==> config.mk <==
export PLATFORM = sky130hd
export DESIGN_NAME = slave_in
export DESIGN_NICKNAME = d
export VERILOG_FILES = /design/src/rtl/slave_in.sv
export SDC_FILE = /design/constraint.sdc
export NUM_CORES = 1
export LEC_CHECK = 0
export ABC_AREA = 0
export CORE_MARGIN = 8
export CORE_UTILIZATION = 55
export CTS_CLUSTER_SIZE = 20
export DETAILED_ROUTE_END_ITERATION = 10
export PLACE_DENSITY_LB_ADDON = 0.08
export RECOVER_POWER = 100
export SLEW_MARGIN = 20
export SYNTH_ARGS = -nofsm -noshare
export SYNTH_HDL_FRONTEND = slang
export SYNTH_SLANG_ARGS = --single-unit
export TNS_END_PERCENT = 10
==> constraint.sdc <==
create_clock -name clk -period 10.8 [get_ports clk]
set_clock_uncertainty 0.2 [all_clocks]
set_input_delay 1.62 -clock clk [delete_from_list [all_inputs] [get_ports clk]]
set_output_delay 1.62 -clock clk [all_outputs]
set_load 0.02 [all_outputs]
==> src/rtl/slave_in.sv <==
// Slave-side serial bus receiver: select decode, LSB-first deserialisation, memory write/read strobes.
// Strobes land 1 cycle after the completing bit; flow is governed by master_valid and approval_grant.
module slave_in #(
  parameter int                   SLAVE_LEN = 2,
  parameter int                   ADDR_LEN  = 12,
  parameter int                   DATA_LEN  = 8,
  parameter int                   BURST_LEN = 12,
  parameter logic [SLAVE_LEN-1:0] SLAVE_ID  = '0,
  parameter int                   WAIT_MAX  = 10
) (
  input  logic                 clk,
  input  logic                 reset,
  input  logic                 approval_grant,
  input  logic                 rx_slave_select,
  input  logic                 rx_address,
  input  logic                 rx_data,
  input  logic                 rx_burst_number,
  input  logic                 master_valid,
  input  logic                 write_en,
  input  logic                 read_en,
  output logic                 slave_ready,
  output logic [ADDR_LEN-1:0]  mem_addr,
  output logic [DATA_LEN-1:0]  mem_wdata,
  output logic                 mem_we,
  output logic                 mem_re,
  output logic [BURST_LEN-1:0] read_burst,
  output logic                 rx_done,
  output logic                 frame_error
);

  localparam logic [2:0] S_IDLE = 3'd0, S_SEL = 3'd1, S_WAIT = 3'd2,
                         S_WR   = 3'd3, S_RD  = 3'd4, S_DONE = 3'd5;
  localparam int SCW = $clog2(SLAVE_LEN + 1);
  localparam int ACW = $clog2(ADDR_LEN + 1);
  localparam int BCW = $clog2(BURST_LEN + 2);
  localparam int DCW = $clog2(DATA_LEN + 1);
  localparam int WCW = $clog2(WAIT_MAX + 1);

  logic [2:0]           state;
  logic [SLAVE_LEN-1:0] sel_sr;
  logic [SCW-1:0]       sel_cnt;
  logic [WCW-1:0]       wait_cnt;
  logic [ADDR_LEN-1:0]  addr_sr;
  logic [ACW-1:0]       addr_cnt;
  logic [BURST_LEN-1:0] burst_sr;
  logic [BCW-1:0]       burst_cnt;
  logic [DATA_LEN-1:0]  data_sr;
  logic [DCW-1:0]       data_cnt;
  logic [DATA_LEN-1:0]  buf0, buf1;
  logic [1:0]           buf_cnt;
  logic [BURST_LEN-1:0] wr_cnt;

  logic                 smp, addr_ok, burst_ok, word_vld, pop, wr_fin, overflow;
  logic [SLAVE_LEN-1:0] sel_n;
  logic [ADDR_LEN-1:0]  addr_n;
  logic [ACW-1:0]       addr_cnt_n;
  logic [BURST_LEN-1:0] burst_n, n_words, wr_cnt_n;
  logic [BCW-1:0]       burst_cnt_n;
  logic [DATA_LEN-1:0]  data_n, head;
  logic [DCW-1:0]       data_cnt_n;
  logic [1:0]           avail;

  // Next-cycle view of the deserialisers so a completing bit can strobe on the very next edge.
  always_comb begin
    sel_n       = {rx_slave_select, sel_sr[SLAVE_LEN-1:1]};
    smp         = master_valid && (state == S_WR || state == S_RD);
    addr_n      = addr_sr;
    addr_cnt_n  = addr_cnt;
    burst_n     = burst_sr;
    burst_cnt_n = burst_cnt;
    data_n      = data_sr;
    data_cnt_n  = data_cnt;
    word_vld    = 1'b0;
    if (smp && addr_cnt != ACW'(ADDR_LEN)) begin
      addr_n     = {rx_address, addr_sr[ADDR_LEN-1:1]};
      addr_cnt_n = addr_cnt + ACW'(1);
    end
    if (smp && burst_cnt != BCW'(BURST_LEN + 1)) begin
      burst_cnt_n = burst_cnt + BCW'(1);
      if (burst_cnt != '0)
        burst_n = {rx_burst_number, burst_sr[BURST_LEN-1:1]};
    end
    if (smp && state == S_WR) begin
      data_n = {rx_data, data_sr[DATA_LEN-1:1]};
      if (data_cnt == DCW'(DATA_LEN - 1)) begin
        data_cnt_n = '0;
        word_vld   = 1'b1;
      end else begin
        data_cnt_n = data_cnt + DCW'(1);
      end
    end
    addr_ok  = (addr_cnt_n == ACW'(ADDR_LEN));
    burst_ok = (burst_cnt_n == BCW'(BURST_LEN + 1));
    n_words  = (burst_n == '0) ? BURST_LEN'(1) : burst_n;
    avail    = buf_cnt + {1'b0, word_vld};
    head     = (buf_cnt != 2'd0) ? buf0 : data_n;
    pop      = (state == S_WR) && addr_ok && (avail != 2'd0) && !(burst_ok && wr_cnt == n_words);
    wr_cnt_n = wr_cnt + BURST_LEN'(pop);
    wr_fin   = burst_ok && (wr_cnt_n == n_words);
    overflow = (avail == 2'd3) && !addr_ok;
  end

  always_ff @(posedge clk) begin
    if (reset) begin
      state <= S_IDLE;  sel_sr <= '0;  sel_cnt <= '0;  wait_cnt <= '0;
      addr_sr <= '0;  addr_cnt <= '0;  burst_sr <= '0;  burst_cnt <= '0;
      data_sr <= '0;  data_cnt <= '0;  buf0 <= '0;  buf1 <= '0;  buf_cnt <= '0;  wr_cnt <= '0;
      slave_ready <= 1'b0;  mem_addr <= '0;  mem_wdata <= '0;  read_burst <= '0;
      mem_we <= 1'b0;  mem_re <= 1'b0;  rx_done <= 1'b0;  frame_error <= 1'b0;
    end else begin
      mem_we      <= 1'b0;
      mem_re      <= 1'b0;
      rx_done     <= 1'b0;
      frame_error <= 1'b0;
      addr_sr     <= addr_n;
      addr_cnt    <= addr_cnt_n;
      burst_sr    <= burst_n;
      burst_cnt   <= burst_cnt_n;
      data_sr     <= data_n;
      data_cnt    <= data_cnt_n;
      if (state != S_IDLE && (!approval_grant || overflow)) begin
        frame_error <= 1'b1;
        slave_ready <= 1'b0;
        state       <= S_IDLE;
      end else begin
        case (state)
          S_IDLE: begin
            // Every frame starts from clean counters and an empty word buffer.
            sel_cnt <= '0;  wait_cnt <= '0;  addr_cnt <= '0;  burst_cnt <= '0;
            data_cnt <= '0;  buf_cnt <= '0;  wr_cnt <= '0;
            if (approval_grant && rx_slave_select) state <= S_SEL;
          end
          S_SEL: begin
            sel_sr <= sel_n;
            if (sel_cnt == SCW'(SLAVE_LEN - 1)) begin
              if (sel_n == SLAVE_ID) begin
                slave_ready <= 1'b1;
                state       <= S_WAIT;
              end else begin
                state <= S_IDLE;
              end
            end else begin
              sel_cnt <= sel_cnt + SCW'(1);
            end
          end
          S_WAIT: begin
            if (write_en)      state <= S_WR;
            else if (read_en)  state <= S_RD;
            else if (wait_cnt == WCW'(WAIT_MAX - 1)) begin
              frame_error <= 1'b1;
              slave_ready <= 1'b0;
              state       <= S_IDLE;
            end else begin
              wait_cnt <= wait_cnt + WCW'(1);
            end
          end
          S_WR: begin
            case ({word_vld, pop})
              2'b10: begin
                if (buf_cnt == 2'd0) buf0 <= data_n;
                else                 buf1 <= data_n;
                buf_cnt <= buf_cnt + 2'd1;
              end
              2'b01: begin
                buf0    <= buf1;
                buf_cnt <= buf_cnt - 2'd1;
              end
              2'b11: begin
                if (buf_cnt == 2'd1) buf0 <= data_n;
                else if (buf_cnt == 2'd2) begin
                  buf0 <= buf1;
                  buf1 <= data_n;
                end
              end
              default: ;
            endcase
            if (pop) begin
              mem_we    <= 1'b1;
              mem_addr  <= addr_n + ADDR_LEN'(wr_cnt);
              mem_wdata <= head;
            end
            wr_cnt <= wr_cnt_n;
            if (wr_fin) state <= S_DONE;
          end
          S_RD: begin
            if (addr_ok && burst_ok) begin
              mem_re     <= 1'b1;
              mem_addr   <= addr_n;
              read_burst <= burst_n;
              state      <= S_DONE;
            end
          end
          S_DONE: begin
            rx_done     <= 1'b1;
            slave_ready <= 1'b0;
            state       <= S_IDLE;
          end
          default: state <= S_IDLE;
        endcase
      end
    end
  end

endmodule

==> results.toml, run 1 <==
[route]
dr.pass1.iters = 6
routedWlPerCell_um = 17.67
drt-total-wl_mm = 18.29
drtAntennaViolNets = 0
vias_per_cell = 5.842
drc = 0
vias = 6046
drtIter0Drc = 531

[floorplan]
fp-row-count = 40
ios = 47
start_util = 0.5664
die_h_um = 127.5
dieArea_sq_um = 16240
core_sq_um = 12060
dieWidth_um = 127.5

[timing]
setup_viol = 0
fmax_mhz = 134.7
tightest_slew_ns = 2.429
fin_crit_sh = 0.6875
maxSlewViolCount = 101
relSlewSlack = -0.6192
hold_ws_ns = 0.2475
tns_ns = 0
grt_setup_unrepaired = "false"
period_needed_ns = 7.425
finalHoldViolCount = 0
setup_slack_ns = 3.375

[final_layout]
area_growth_pct = 15.84
register_area_sq_um = 2422
diodes = 0
multi_input_area_sq_um = 4024
nFillCells = 1032
final_nets = 891
drive_above_1_share = 0.05190

[clocking]
cts-resized-gates = 0
hold_buffers = 0
cts-buffers-inserted = 17
cts-root-buf = "clkbuf_16"
htree_levels = 4
clkLatencyLatePin_ns = 0.42
cts_setup_buffers = 0
cts_sinks = 121
clk_path_buf_depth = 2
cts_tree = "built"
clk_pin_slew_worst_paths_ns = 0.05

[power]
clkPwrFrac = 0.546
comb_power_share = 0.034
swShare = 0.2292
power.total_mw = 1.078
seq_power_share = 0.420
p_leak_nw = 3.284
p_int_uw = 830.6
power_density_nw_per_um2 = 136.2
p_switching_uw = 247.0
ir_drop_v = 0.0001264

[synth]
seq_area_frac_synth = 0.3546
synth_fa_ha_area_frac = 0.05055
synth-compound-area-share = 0.1832
syn-instance-count = 836
synth.avg_cell_area_sq_um = 8.172
synthArstFlopShare = 0
syn_area_sq_um = 6832
synth_warnings = 0
yosys_most_used_dff = "dfxtp_1"
synth_top_family_by_area = "simple AND/OR/NAND/NOR gates"
syn_nets = 873
synthMuxAreaShare = 0.09432
synth_xor_area_frac = 0.06154
synth.distinct_cells = 74
synth_edf_count = 0
synth_simple_gate_area_frac = 0.2005
ys_seq_elements = 121

[hold_path]
hold_class = "reg2reg"
hold_path.startpoint = "mem_addr[11]"

[grt]
grt_pass1_wl_mm = 29.90
grt.total_usage = 0.2307
antenna_found_initial = 0
grt_pass1_vias = 5953
gr-total-overflow = 0
grt_max_degree = 58

[placement]
place.port_buffers = 46
gp_congestion = 0.9455
hpwl_mm = 12.96
dp_slack_ns = 3.524

[run_status]
outcome = "finished with violations"
violations = "capacitance limit, slew limit"

[worst_setup_path]
critPathBufInv = 1
timing.rr.start = "state[2]"
worstPathRequired_ns = 10.90
arrival_ns = 7.53
start_kind = "input pin"
path_cells = "dlygate4sd3_1 -> o2111a_1 -> mux2i_1 -> xnor2_1 -> nor2_1 -> a211oi_1 -> ha_1 -> ha_1 -> and3_1 -> xnor2_1 -> xnor2_1 -> a2111oi_0 -> o2111ai_1 -> o31ai_1 -> mux2i_1 -> nor2_1"
crit_top_cell = "xnor2_1"
slowest_stage = "o2111a_1"
max_stage_delay_ns = 0.96
path_max_fanout = 23
path_class = "in2reg"
crit_start = "master_valid"
worstSetupEndpointType = "flop"
critPathTopFamily = "compound AO/OA/AOI/OAI gates"

[job]
cap_violations = 2
==> worst paths after layout <==
check                 endpoint  slack [ns]  cells after the start
setup reg to reg      state[1]        3.99                     16
hold reg to reg   mem_addr[11]        0.25                      2
hold / removal    mem_addr[11]        0.25                      2
setup / recovery      state[1]        3.37                     16
==> metrics by stage <==
| stage | util | instance area [sq um] | cells |
|---|---|---|---|
| final | 0.6561 | 7914 | 1035 |
| after global routing | 0.6561 | 7914 | 1035 |
| after CTS | 0.6593 | 7953 | 1035 |
| after detailed placement | 0.6087 | 7342 | 1003 |
| after global placement | 0.6087 | 7342 | 1003 |
| after floorplan | - | 6832 | 836 |
==> layout make-up <==
cell class,count,area share
multi-input combinational,618,0.5085
sequential,121,0.3061
timing repair buffer,52,0.06087
clock buffer,20,0.05644
tap,168,0.02656
inverter,44,0.02087
clock inverter,12,0.02071
==> layer usage <==
metal | part of all wire | up-vias | track usage
li1 | - | 2987 | -
met1 | 0.45 | 2877 | 0.2845
met2 | 0.47 | 145 | 0.3791
met3 | 0.055 | 37 | 0.05616
met4 | 0.020 | 0 | 0.09097
met5 | 0 | - | 0
==> layout by cell type (no fill, tap or decap), drive strengths merged, types with 6 or more instances in the layout <==
master,synthesis,final
dfxtp,121,121
or3,11,11
ha,26,26
nor3,20,20
xor2,14,14
inv,44,47
o21ai,40,40
and3,9,9
a211oi,18,18
nand3,27,27
clkdlybuf4s50,0,7
o31ai,6,6
a2111oi,6,6
clkbuf,41,25
nor2,118,118
mux2,8,8
or2,6,6
nand2,55,55
xnor2,34,34
o211ai,11,11
a21oi,58,58
dlygate4sd3,0,38
mux2i,55,55
nor4,9,9
a31oi,11,11
==> Yosys cell counts (11+ instances only) <==
library cell | n | area [sq um]
mux2i_1 | 54 | 540.5
dfxtp_1 | 121 | 2422
o21ai_0 | 37 | 185.2
nor2_1 | 118 | 442.9
or3_1 | 11 | 68.82
ha_1 | 26 | 325.3
xnor2_1 | 34 | 297.8
a211oi_1 | 18 | 135.1
nand3_1 | 27 | 135.1
a21oi_1 | 58 | 290.3
o211ai_1 | 11 | 82.58
clkbuf_1 | 41 | 153.9
nor3_1 | 20 | 100.1
nand2_1 | 55 | 206.5
xor2_1 | 14 | 122.6
inv_1 | 44 | 165.2
==> registers in the layout, summed over array words and instances, names as in the netlist, 2 cells and up <==
signal      flops
burst_cnt       4
addr_sr        12
wr_cnt         12
buf1            8
wait_cnt        4
mem_addr       12
data_sr         8
buf_cnt         2
sel_cnt         2
data_cnt        4
addr_cnt        4
buf0            8
read_burst     12
mem_wdata       8
state           3
burst_sr       12
==> power groups by stage <==
stage | Combinational, mW | Clock, mW | Sequential [mW]
final | 0.0370 | 0.589 | 0.452
after global routing | 0.0402 | 0.614 | 0.452
after CTS | 0.0374 | 0.595 | 0.452
after detailed placement | 0.0371 | 0 | 0.461
after global placement | 0.0369 | 0 | 0.461
after floorplan | 0.0254 | 0 | 0.460
==> cell families (layout without fill, tap and decap cells) <==
logic type | Yosys count | in the layout
AOI/OAI and AO/OA | 189 | 189
xor gates and xnor gates | 48 | 48
adders and majority gates | 27 | 27
buffers and inverters | 97 | 128
DFF | 121 | 121
muxes | 63 | 63
and+or+nand+nor | 291 | 291
==> worst min-delay path: cells and delay by family (launching register included) <==
family | cells | cell delay, ns
AND/OR/NAND/NOR | 1 | 0.05
AO/OA/AOI/OAI | 1 | 0.05
flip-flops | 1 | 0.30
No activity file was read; power rests on OpenSTA's default activity.
==> inputs of run 2 (changes only) <==
- CORE_UTILIZATION: 55 -> 54
- clock period: 10.8 -> 6.4 ns (I/O delays scaled with it)
==> run 2 against run 1 <==
Net effect:
- the run now ends clean
- worst hold slack worse by 0.0030 ns
- register-to-register slack worse by 3.2 ns
- worst setup slack got worse by 2.8 ns
- global-route usage is essentially flat
==> results.toml, run 2 (same netlist as run 1, synthesis figures left out) <==
[worst_setup_path]
timing.rr.start = "state[1]"
crit_start = "master_valid"
worstSetupEndpointType = "flop"
r2r_cells = 18
path_class = "in2reg"
r2r_slack_ns = 0.76
path_max_fanout = 7
r2r-end = "state[1]"
arrival_ns = 5.92
worstPathRequired_ns = 6.51
start_kind = "input pin"

[final_layout]
final_cell_mix = "121 x dfxtp_1, 118 x nor2_1, 58 x a21oi_1, 55 x nand2_1, 54 x mux2i_1"
nFillCells = 1113
final_nets = 898
diodes = 0
final_common_cell = "dfxtp_1"
area_growth_pct = 15.64
drive_above_1_share = 0.06193

[floorplan]
dieArea_sq_um = 16510
start_util = 0.5480
ios = 47
die_h_um = 128.5
fp-row-count = 41
dieWidth_um = 128.5
core_sq_um = 12470

[hold_path]
hold_path.startpoint = "mem_addr[7]"
holdPathStages = 2
hold_class = "reg2reg"
whs_endpoint = "mem_addr[7]"

[grt]
gr-total-overflow = 0
grt.total_usage = 0.2302
grt_pass1_wl_mm = 29.98
antenna_found_initial = 0
grt_pass1_vias = 5863
grt_max_degree = 78

[clocking]
cts_setup_buffers = 0
cts-root-buf = "clkbuf_16"
clk_pin_slew_worst_paths_ns = 0.05
hold_buffers = 0
cts-buffers-inserted = 17
clk_path_buf_depth = 2
cts_sinks = 121
htree_levels = 4
clkLatencyLatePin_ns = 0.42
cts-resized-gates = 0
cts_tree = "built"

[timing]
tns_ns = 0
maxSlewViolCount = 0
relSlewSlack = 0.1430
fin_crit_sh = 0.9083
hold_ws_ns = 0.2445
grt_setup_unrepaired = "false"
finalHoldViolCount = 0
setup_viol = 0
tightest_slew_ns = 1.286
fmax_mhz = 172.0
period_needed_ns = 5.813

[route]
dr.pass1.iters = 5
top_layer = "met4"
drtIter0Drc = 531
drt-total-wl_mm = 18.28
vias_per_cell = 5.810
drc = 0
dr_wl_met3_um = 959
m1WireLength_mm = 8.391
route.met2.wl_mm = 8.610
vias = 6066
routedWlPerCell_um = 17.51
drtAntennaViolNets = 0

[placement]
place.port_buffers = 46
hpwl_mm = 12.91
gp_congestion = 1.008

[run_status]
outcome = "finished, final reports clean"

[power]
power_density_nw_per_um2 = 216.3
p_leak_nw = 3.273
ir_drop_v = 0.0001843

[job]
cap_violations = 0
run 2: cell types whose count changed in the layout (fill, tap and decap cells not counted), sizes merged:
cell / delta
bufinv: -2
clkinvlp: +3
buf: +6
clkinv: +2
clkbuf: -1
inv: -3
run 2: per-stage QoR:
step | cells | total power, mW | worst slack (ns) | cell area [sq um] | util
3_3_place_gp | 1014 | 0.8406 | 0.4357 | 7400 | 0.5936
2_1_floorplan | 836 | 0.8184 | 1.222 | 6832 | -
6_report | 1044 | 1.709 | 0.5867 | 7900 | 0.6337
4_1_cts | 1044 | 1.717 | 0.8652 | 7935 | 0.6366
5_1_grt | 1044 | 1.761 | 0.1364 | 7900 | 0.6337
3_5_place_dp | 1014 | 0.8411 | 0.4238 | 7400 | 0.5936
run 2: where the power goes:
| part | internal [mW] | switching [mW] | total, mW |
|---|---|---|---|
| Combinational | 0.0180 | 0.0440 | 0.0620 |
| Clock | 0.526 | 0.358 | 0.884 |
| Sequential | 0.757 | 0.00582 | 0.762 |
| Total | 1.30 | 0.408 | 1.71 |
run 2: worst max path at each step:
stage	endpoint	slack [ns]	cells past startpoint
after floorplan	state[1]	1.22	19
final	state[1]	0.59	18
after CTS	state[1]	0.87	16
after global routing	state[2]	0.14	18
after global placement	state[1]	0.44	16
after detailed placement	state[1]	0.42	16
run 2: metal layers:
layer,track usage,vias to the layer above
met5,0,-
met4,0.08392,0
met3,0.06206,31
met2,0.3677,147
met1,0.2916,2887
li1,-,3001
run 2: area by class of cell:
cell class | instances | area [sq um] | share of cell area
sequential | 121 | 2422 | 0.3066
tap | 172 | 215.2 | 0.02724
multi-input combinational | 618 | 4031 | 0.5103
timing repair buffer | 59 | 530.5 | 0.06715
inverter | 44 | 165.2 | 0.02091
clock inverter | 12 | 106.4 | 0.01346
clock buffer | 18 | 429.2 | 0.05432
run 2: critical path: stages:
cell and delay (ns):
dlygate4sd3_1 0.69, and2_0 0.46, nand4b_1 0.20, inv_1 0.15, ha_1 0.17, xor2_1 0.19, o21ai_0 0.20, a211oi_1 0.36
ha_1 0.29, and4_1 0.34, nand2_1 0.20, nand2_1 0.11, o22ai_1 0.08, a2111oi_0 0.64, o2111ai_1 0.23, o31ai_1 0.35
mux2i_1 0.23, nor2_1 0.06
==> inputs of run 3 (changes only) <==
- PLACE_DENSITY_LB_ADDON: 0.08 -> 0.05
- REMOVE_ABC_BUFFERS: not set -> 1
==> run 3 against run 2 <==
Net effect:
- the flow now finishes with violations (capacitance limit, slew limit)
- worst setup slack got worse by 0.11 ns
- count of clock-buffer cells in the layout is 3 higher
- final area rose by 0.32%
- via count is 1.1% higher
- worst hold slack improved by 0.0031 ns
- largest power group unchanged
==> results.toml, run 3 (same netlist as run 1, synthesis figures left out) <==
[run_status]
outcome = "finished with violations"
violations = "capacitance limit, slew limit"

[placement]
hpwl_mm = 13.01
gp_congestion = 0.9360
place.port_buffers = 46

[timing]
maxSlewViolCount = 101
tightest_slew_ns = 2.448
relSlewSlack = -0.6320
fmax_mhz = 168.9
setup_viol = 0
fin_crit_sh = 0.9251
period_needed_ns = 5.920
finalHoldViolCount = 0
tns_ns = 0
grt_setup_unrepaired = "false"

[clocking]
cts_sinks = 121
hold_buffers = 0
cts-root-buf = "clkbuf_16"
clk_pin_slew_worst_paths_ns = 0.05
clkLatencyLatePin_ns = 0.43
cts-buffers-inserted = 17
htree_levels = 4
cts-resized-gates = 0
clk_path_buf_depth = 2
cts_tree = "built"
cts_setup_buffers = 0

[floorplan]
ios = 47
die_h_um = 128.5
dieWidth_um = 128.5
fp-row-count = 41
start_util = 0.5480
dieArea_sq_um = 16510
core_sq_um = 12470

[grt]
grt_max_degree = 58
antenna_found_initial = 0
grt.total_usage = 0.2317
grt_pass1_vias = 6108
gr-total-overflow = 0
grt_pass1_wl_mm = 30.59

[power]
comb_power_share = 0.034
seq_power_share = 0.438
ir_drop_v = 0.0001822
swShare = 0.2333
p_int_mw = 1.336
clkPwrFrac = 0.528
p_switching_uw = 406.6
power.total_mw = 1.742
p_leak_nw = 3.296
power_density_nw_per_um2 = 219.9

[final_layout]
area_growth_pct = 16.01
drive_above_1_share = 0.06400
post-route-util = 0.6358
final_nets = 899
diodes = 0
nFillCells = 1135
final_cell_mix = "121 x dfxtp_1, 118 x nor2_1, 58 x a21oi_1, 55 x nand2_1, 54 x mux2i_1"
final_common_cell = "dfxtp_1"

[route]
drtIter0Drc = 361
dr.pass1.iters = 7
vias = 6132
drtAntennaViolNets = 0
drc = 0
vias_per_cell = 5.857
drt-total-wl_mm = 18.28
routedWlPerCell_um = 17.46

[hold_path]
hold_class = "reg2reg"

[worst_setup_path]
worstSetupEndpointType = "flop"
worstPathRequired_ns = 6.51
start_kind = "input pin"
path_class = "in2reg"
path_cells = "dlygate4sd3_1 -> o2111ai_1 -> and3_1 -> a2111oi_1 -> nor4_1 -> a211oi_1 -> ha_1 -> ha_1 -> nand3_1 -> nor2_1 -> o31ai_1 -> a2111oi_0 -> o2111ai_1 -> o31ai_1 -> mux2i_1 -> nor2_1"
r2r_slack_ns = 0.64
arrival_ns = 6.03
path_max_fanout = 8
max_stage_delay_ns = 0.69
slowest_stage = "dlygate4sd3_1"

[job]
cap_violations = 2
## run 3: power by group through the flow
stage               logic (mW)  registers, mW  clock network, mW
finish                  0.0597          0.762              0.920
global placement        0.0600          0.778                  0
detailed placement      0.0610          0.779                  0
global route            0.0659          0.763              0.969
floorplan               0.0311          0.778                  0
CTS                     0.0615          0.762              0.933
## run 3: area by class of cell
type,instances,area (sq um),area share
Multi-Input combinational cell,618,4010,0.5060
Sequential cell,121,2422,0.3057
Timing Repair Buffer,60,544.3,0.06868
Clock buffer,21,470.5,0.05936
Tap cell,172,215.2,0.02715
Inverter,44,165.2,0.02084
Clock inverter,11,97.59,0.01231
## run 3: final timing paths
path / startpoint / end / cells after the start
min reg2reg: mem_addr[0] / mem_addr[0] / 2
max reg2reg: state[1] / state[1] / 16
min: mem_addr[0] / mem_addr[0] / 2
max: master_valid / state[1] / 16
## run 3: critical path, delay by kind of cell
| family | cells | cell delay [ns] |
|---|---|---|
| AOI/OAI and AO/OA | 7 | 2.57 |
| adders and majority gates | 2 | 0.54 |
| buffers and inverters | 1 | 0.69 |
| muxes | 1 | 0.23 |
| and+or+nand+nor | 5 | 1.02 |
## run 3: through the flow
step                std cells  hold WS [ns]  setup slack, ns  cell area [sq um]
global route             1047        0.2688          0.09851               7925
CTS                      1047        0.2535           0.6730               7975
finish                   1047        0.2476           0.4796               7925
floorplan                 783        0.2258           0.9732               6619
detailed placement       1015        0.2463           0.2678               7407
global placement         1015        0.2390           0.4943               7407
## run 3: metal layers
| metal | vias to the layer above | share of wire | GRT usage |
|---|---|---|---|
| li1 | 2999 | - | - |
| met1 | 2947 | 0.44 | 0.2791 |
| met2 | 156 | 0.49 | 0.3946 |
| met3 | 30 | 0.048 | 0.05006 |
| met4 | 0 | 0.019 | 0.09021 |
| met5 | - | 0 | 0 |
